## config.mk

```make
export PLATFORM = sky130hd
export DESIGN_NAME = exe_stage
export DESIGN_NICKNAME = d
export VERILOG_FILES = /design/src/rtl/exe_pkg.sv /design/src/rtl/mul_iter.sv /design/src/rtl/exe_stage.sv
export SDC_FILE = /design/constraint.sdc
export NUM_CORES = 1
export LEC_CHECK = 0
export ABC_CLOCK_PERIOD_IN_PS = 4500
export CAP_MARGIN = 10
export CORE_MARGIN = 8
export CORE_UTILIZATION = 28
export CTS_BUF_LIST = sky130_fd_sc_hd__clkbuf_16
export CTS_CLUSTER_SIZE = 30
export DETAILED_ROUTE_END_ITERATION = 10
export HOLD_SLACK_MARGIN = 0.08
export PLACE_DENSITY_LB_ADDON = 0.08
export SLEW_MARGIN = 20
export SYNTH_ARGS = -nofsm -noshare
export SYNTH_HDL_FRONTEND = slang
export SYNTH_SLANG_ARGS = --single-unit
```

## constraint.sdc

```tcl
create_clock -name clk -period 4.5 [get_ports clk]
set_input_delay 1.35 -clock clk [delete_from_list [all_inputs] [get_ports clk]]
set_output_delay 1.35 -clock clk [all_outputs]
set_load 0.05 [all_outputs]
```

## src/rtl/exe_pkg.sv

```systemverilog
// Shared types for the execute stage: opcodes, condition codes, NZCV flags
// and the multiply sequencing states.
package exe_pkg;

   localparam int DATA_W = 32;

   typedef enum logic [3:0] {
      OP_ADD = 4'd0,
      OP_SUB = 4'd1,
      OP_AND = 4'd2,
      OP_ORR = 4'd3,
      OP_EOR = 4'd4,
      OP_MOV = 4'd5,
      OP_MUL = 4'd6
   } alu_op_t;

   typedef enum logic [3:0] {
      C_EQ, C_NE, C_CS, C_CC, C_MI, C_PL, C_VS, C_VC,
      C_HI, C_LS, C_GE, C_LT, C_GT, C_LE, C_AL, C_NV
   } cond_t;

   typedef struct packed {
      logic n;
      logic z;
      logic c;
      logic v;
   } flags_t;

   typedef enum logic [1:0] {S_IDLE, S_MUL, S_DONE} exe_state_t;

endpackage

```

## src/rtl/mul_iter.sv

```systemverilog
// Radix-2 shift-add multiplier: one multiplier bit per cycle, W cycles per
// product, low W bits kept. start loads operands, done flags the last step.
module mul_iter
   import exe_pkg::*;
#(
   parameter int W = DATA_W
) (
   input  logic         clk,
   input  logic         rst,
   input  logic         start,
   input  logic [W-1:0] a,
   input  logic [W-1:0] b,
   output logic         busy,
   output logic         done,
   output logic [W-1:0] product
);

   localparam int CW = $clog2(W);

   logic [W-1:0]  mcand;
   logic [W-1:0]  mplier;
   logic [W-1:0]  acc;
   logic [CW-1:0] count;

   // NOTE: state registers use non-blocking assignments so every flop samples
   // pre-edge values regardless of statement order.
   always_ff @(posedge clk or negedge rst) begin
      if (!rst) begin
         mcand  <= '0;
         mplier <= '0;
         acc    <= '0;
         count  <= '0;
         busy   <= 1'b0;
      end else if (start) begin
         mcand  <= a;
         mplier <= b;
         acc    <= '0;
         count  <= '0;
         busy   <= 1'b1;
      end else if (busy) begin
         if (mplier[0])
            acc <= acc + mcand;
         mcand  <= mcand << 1;
         mplier <= mplier >> 1;
         count  <= count + 1'b1;
         if (done)
            busy <= 1'b0;
      end
   end

   assign done    = busy && (count == CW'(W - 1));
   assign product = acc;

endmodule

```

## src/rtl/exe_stage.sv

```systemverilog
// Execute stage: single-cycle ALU, iterative multiply with decode stall,
// ARM condition evaluation and the NZCV register feeding the M-side outputs.
module exe_stage
   import exe_pkg::*;
#(
   parameter int W = DATA_W
) (
   input  logic         clk,
   input  logic         rst,
   input  logic         validE,
   input  logic [W-1:0] srcAE,
   input  logic [W-1:0] srcBE,
   input  logic [W-1:0] extE,
   input  logic         aluSrcE,
   input  logic [3:0]   aluControlE,
   input  logic [1:0]   flagWriteE,
   input  logic [3:0]   condE,
   input  logic         regWriteE,
   input  logic [3:0]   WA3EIn,
   output logic         stallE,
   output logic         validM,
   output logic [W-1:0] aluResultM,
   output logic [W-1:0] writeDataM,
   output logic [3:0]   WA3M,
   output logic         regWriteM,
   output logic [3:0]   flags
);

   exe_state_t   state, state_nxt;
   flags_t       flags_q;
   alu_op_t      op;
   logic [W-1:0] op_b, alu_result, product;
   logic         alu_c, alu_v, arith, cond_ok, exec;
   logic         mul_start, mul_busy, mul_done, wr_single, wr_mul;
   logic [3:0]   lat_wa3;
   logic         lat_rw;
   logic [1:0]   lat_fw;
   logic [W-1:0] lat_srcb;

   assign op    = alu_op_t'(aluControlE);
   assign op_b  = aluSrcE ? extE : srcBE;
   assign flags = flags_q;

   // NOTE: every combinational output gets a default first so no path leaves
   // it unassigned and infers a latch.
   always_comb begin
      alu_result = '0;
      alu_c      = 1'b0;
      alu_v      = 1'b0;
      arith      = 1'b0;
      case (op)
         OP_SUB: begin
            {alu_c, alu_result} = {1'b0, srcAE} + {1'b0, ~op_b} + 1'b1;
            alu_v = (srcAE[W-1] != op_b[W-1]) && (alu_result[W-1] != srcAE[W-1]);
            arith = 1'b1;
         end
         OP_AND: alu_result = srcAE & op_b;
         OP_ORR: alu_result = srcAE | op_b;
         OP_EOR: alu_result = srcAE ^ op_b;
         OP_MOV: alu_result = op_b;
         OP_MUL: alu_result = '0;
         default: begin
            {alu_c, alu_result} = {1'b0, srcAE} + {1'b0, op_b};
            alu_v = (srcAE[W-1] == op_b[W-1]) && (alu_result[W-1] != srcAE[W-1]);
            arith = 1'b1;
         end
      endcase
   end

   always_comb begin
      cond_ok = 1'b0;
      case (cond_t'(condE))
         C_EQ: cond_ok = flags_q.z;
         C_NE: cond_ok = !flags_q.z;
         C_CS: cond_ok = flags_q.c;
         C_CC: cond_ok = !flags_q.c;
         C_MI: cond_ok = flags_q.n;
         C_PL: cond_ok = !flags_q.n;
         C_VS: cond_ok = flags_q.v;
         C_VC: cond_ok = !flags_q.v;
         C_HI: cond_ok = flags_q.c && !flags_q.z;
         C_LS: cond_ok = !flags_q.c || flags_q.z;
         C_GE: cond_ok = (flags_q.n == flags_q.v);
         C_LT: cond_ok = (flags_q.n != flags_q.v);
         C_GT: cond_ok = !flags_q.z && (flags_q.n == flags_q.v);
         C_LE: cond_ok = flags_q.z || (flags_q.n != flags_q.v);
         C_AL: cond_ok = 1'b1;
         C_NV: cond_ok = 1'b0;
      endcase
   end

   assign exec = validE && cond_ok;

   always_comb begin
      state_nxt = state;
      stallE    = 1'b0;
      mul_start = 1'b0;
      wr_single = 1'b0;
      wr_mul    = 1'b0;
      case (state)
         S_IDLE: begin
            if (exec) begin
               if (op == OP_MUL) begin
                  stallE    = 1'b1;
                  mul_start = 1'b1;
                  state_nxt = S_MUL;
               end else begin
                  wr_single = 1'b1;
               end
            end
         end
         S_MUL: begin
            stallE = 1'b1;
            if (mul_done)
               state_nxt = S_DONE;
         end
         S_DONE: begin
            wr_mul    = 1'b1;
            state_nxt = S_IDLE;
         end
         default: state_nxt = S_IDLE;
      endcase
   end

   mul_iter #(.W(W)) u_mul (
      .clk     (clk),
      .rst     (rst),
      .start   (mul_start),
      .a       (srcAE),
      .b       (op_b),
      .busy    (mul_busy),
      .done    (mul_done),
      .product (product)
   );

   always_ff @(posedge clk or negedge rst) begin
      if (!rst) begin
         state    <= S_IDLE;
         lat_wa3  <= '0;
         lat_rw   <= 1'b0;
         lat_fw   <= '0;
         lat_srcb <= '0;
      end else begin
         state <= state_nxt;
         if (mul_start) begin
            lat_wa3  <= WA3EIn;
            lat_rw   <= regWriteE;
            lat_fw   <= flagWriteE;
            lat_srcb <= srcBE;
         end
      end
   end

   always_ff @(posedge clk or negedge rst) begin
      if (!rst) begin
         validM     <= 1'b0;
         aluResultM <= '0;
         writeDataM <= '0;
         WA3M       <= '0;
         regWriteM  <= 1'b0;
         flags_q    <= '0;
      end else if (wr_single) begin
         validM     <= 1'b1;
         aluResultM <= alu_result;
         writeDataM <= srcBE;
         WA3M       <= WA3EIn;
         regWriteM  <= regWriteE;
         if (flagWriteE[1]) begin
            flags_q.n <= alu_result[W-1];
            flags_q.z <= (alu_result == '0);
         end
         // Logic, MOV and MUL keep C,V even when the C,V enable is set.
         if (flagWriteE[0] && arith) begin
            flags_q.c <= alu_c;
            flags_q.v <= alu_v;
         end
      end else if (wr_mul) begin
         validM     <= 1'b1;
         aluResultM <= product;
         writeDataM <= lat_srcb;
         WA3M       <= lat_wa3;
         regWriteM  <= lat_rw;
         if (lat_fw[1]) begin
            flags_q.n <= product[W-1];
            flags_q.z <= (product == '0);
         end
      end else begin
         validM    <= 1'b0;
         regWriteM <= 1'b0;
      end
   end

endmodule

```

==> summary.txt <==
Status
  • Outcome: finished, violations left
  • Failing checks: negative setup slack

GRT
  • Initial antenna violation count: 0
  • Global route overflow: 0
  • First-pass GRT wire length: 106,000 um
  • GRT Total Usage: 0.201
  • Vias in the first global route: 17.4k
  • Pin count of the biggest net entering global routing: 186

Layout
  • Most frequent cells in the layout: buf_4 (446), nand2_1 (262), dfrtp_1 (215), clkdlybuf4s50_1 (156), o21ai_0 (138)
  • Layout area overhead: 47.9%
  • Final net count: 2,802
  • Ant diodes: 0
  • Layout cells sized above 1: 0.287
  • Final core utilization: 0.419
  • Final Instance Count excl. Fillers: 3,325
  • Most common cell after layout, fill and taps aside: buf_4

Synthesis
  • EDFF count, synth: 0
  • Xor-xnor portion of the synthesized cell area: 0.0313
  • Synth Instances: 1,945
  • Syn Std Cell Area: about 0.017 mm^2
  • Unique masters post-synth: 90
  • Asr flop ratio synth: 1.00
  • Syn nets: 2,210
  • Yosys top cell area share: 0.322
  • Synth Register Bits: about 220
  • Syn avg cell area: 8.62 um^2
  • Synth Area in Simple Gates: 0.160
  • Sequential share of the synthesized area: 0.322
  • Predominant post-synthesis flop cell: dfrtp_1
  • Mux cell area share after synthesis: 0.0993
  • Yosys warns: 0
  • Synth area leaders: dfrtp_1 (32%), ha_1 (11%), mux2i_1 (6.0%)
  • Compound-Gate Fraction of Synth Area: 0.224
  • Main combinational cell family by area after synthesis: compound AO/OA/AOI/OAI gates
  • Post-Synth Adder-Cell Area: 0.113
  • Leading area contributor after synthesis: dfrtp_1

Floorplan
  • Die ar.: 0.0680 mm^2
  • Placeable Area: 0.0591 mm^2
  • Die width: 261 um
  • Initial Util: 0.284
  • Num ports: 190
  • Site Rows: 89
  • Chip Height: 261 um

Timing
  • RSZ-0062 raised after global routing: yes
  • Worst Tran Pin Value: 1.00 ns
  • Final setup skew: 0.0123 ns
  • Highest Clock Rate: 0.204 GHz
  • Final Setup Violations: 1
  • Setup TNS: -0.398 ns
  • Period utilization: 1.09
  • Slew Viols, Final: 0
  • Min Tclk post-route: 4.90 ns
  • Final Hold Fails: 0
  • Post-route setup slack: -0.398 ns
  • Rel. slew slack: 0.332

Power and ir drop
  • Power Density: 513 mW/mm^2
  • Power, Total: 12.7 mW
  • P_leak: 11.3 nW
  • Max VDD drop: roughly 360 uV

Setup path
  • Worst Path Required: ~5.0 ns
  • Most used cell, CP: buf_4
  • CP max-delay cell: or4_4
  • CP peak stage delay: 0.44 ns
  • CP arrival: around 5.4 ns
  • Critical path class: input port to flop
  • Crit-path max FO: 6
  • Reg2reg setup slack: 0.69 ns
  • Crit. End Element: flop
  • Setup crit start kind: input port
  • CP Cell Sequence: buf_12, mux2i_4, buf_6, inv_4, ha_4, inv_2, fa_2, nor2b_4, o31a_1, o41a_1, buf_4, a221oi_4, xor2_1, a221oi_2, buf_4, nand2_2, nor4_2, and3_1, nand4_1, or4_4, o31ai_2

Clocking
  • Clock tree buffer depth: 3
  • H-tree Lvls: 1
  • Root buffer cell: clkbuf_16
  • Clock-pin slew on the worst setup and hold paths: 0.06 ns
  • Total CTS buffers: 28
  • Sink Count: between 200 and 250
  • Later-pin clock latency in the skew report: 0.58 ns
  • TritonCTS clock tree: done

Place
  • Placed cell count: 3,260
  • Port bufs: approximately 190
  • Placer Congestion: 0.905
  • Post-DP HPWL: 54,800 um

Drt
  • Post-DRT Antenna Nets: 0
  • 1st-pass router iterations: 5
  • Detailed-route wire length: 70,600 um
  • Routed wire length per instance: 21.2 um
  • Remaining design rule violation count: 0
  • Number of DRC markers in iteration 0: 904
  • Vias: roughly 17k
  • Drt via density: between 5 and 6

Min path
  • Hold Crit Class: flop to flop

Run
  • Max Cap Viol: 0
[cell usage after synthesis (5+ instances only)]
master    instances
nor3b_1           9
o21ai_0         150
dfrtp_1         216
nor4_1           17
o221ai_1         13
a22o_1            5
nand4_1          11
o21bai_1         19
nor2_1          112
mux2i_1         100
or3_1             5
nor4b_1           6
nor3_1           18
buf_1             8
xor2_1           20
a22oi_1          44
and2_1           13
and3_1           12
a31oi_1           6
nand2_1         264
a221oi_1         23
a21oi_1         131
a221o_1           5
a211oi_1         26
nand2b_1         19
or2_2             6
o22ai_1          22
nand3_1          18
or4_1             5
o211ai_1         11
mux2_2           59
nand3b_1          6
nor2b_1          35
a21o_1           26
o21a_1           14
o31ai_1           9
xnor2_1          40
inv_1           110
ha_1            147
clkbuf_1         93
[report_power, final]
part	internal, mW	switching [mW]	total (mW)
Clock	1.28	0.890	2.17
Sequential	2.80	0.791	3.59
Combinational	3.01	3.95	6.96
[timing repair]
item | in CTS | in global routing
hold buffers | 0 | 0
pin swaps | 58 | 53
hold endpoints to repair | 0 | 0
buffers inserted | 16 | 7
endpoints found under the setup margin | 13 | 10
gates resized for setup | 149 | 59
[flip-flops by register name, indices dropped and copies added, names as in the netlist, 2 cells and up]
register and count:
state 2, WA3M 4, u_mul.product 32, writeDataM 32, lat_wa3 4, lat_srcb 32
aluResultM 32, u_mul.mcand 32, u_mul.count 5, u_mul.mplier 32, flags 4
[kinds of logic after synthesis]
kind of cell | after synthesis
AND/OR/NAND/NOR | 573
AO/OA/AOI/OAI | 571
buffers and inverters | 216
flip-flops | 216
multiplexers | 159
adder cells (fa/ha/maj) | 150
XOR/XNOR | 60
[path summary, 6_finish.rpt]
kind,start,to,depth (start not counted)
min in group asynchronous,rst,u_mul.product[1]$_DFFE_PN0P_,1
max reg2reg,u_mul.product[1]$_DFFE_PN0P_,u_mul.product[31]$_DFFE_PN0P_,13
min reg2reg,writeDataM[31]$_DFFE_PN0P_,writeDataM[31]$_DFFE_PN0P_,2
max,aluSrcE,flags[2]$_DFFE_PN0P_,21
max in group asynchronous,rst,lat_srcb[28]$_DFFE_PN0P_,2
min,writeDataM[31]$_DFFE_PN0P_,writeDataM[31]$_DFFE_PN0P_,2
[layout make-up]
type,count,area [um^2]
Clock inverter,17,159
Multi-Input combinational cell,1513,11400
Fill cell,6019,34300
Inverter,111,432
Tap cell,773,967
Sequential cell,216,5410
Clock buffer,28,701
Timing Repair Buffer,667,5740
[layer usage]
| metal | global-route usage | routed length, um |
|---|---|---|
| met1 | 0.255 | 30800 |
| met2 | 0.355 | 35200 |
| met3 | 0.0222 | 2440 |
| met4 | 0.0597 | 2190 |
| met5 | 0 | 0 |
[worst max-delay path: cells and delay by family]
kind	cells	cell delay (ns)
AOI/OAI and AO/OA	5	1.39
buffers and inverters	6	0.71
xor gates and xnor gates	1	0.11
muxes	1	0.24
adders and majority gates	2	0.39
and+or+nand+nor	6	1.18
[through the flow]
step	area, um^2	setup WS, ns	hold WS, ns
finish	24800	-0.398	0.471
global route	24800	-0.521	0.495
CTS	24500	-0.447	0.480
detailed placement	23000	-1.60	0.463
global placement	23000	-1.67	0.458
floorplan	17000	-0.841	0.469
No activity file was read; power rests on OpenSTA's default activity.
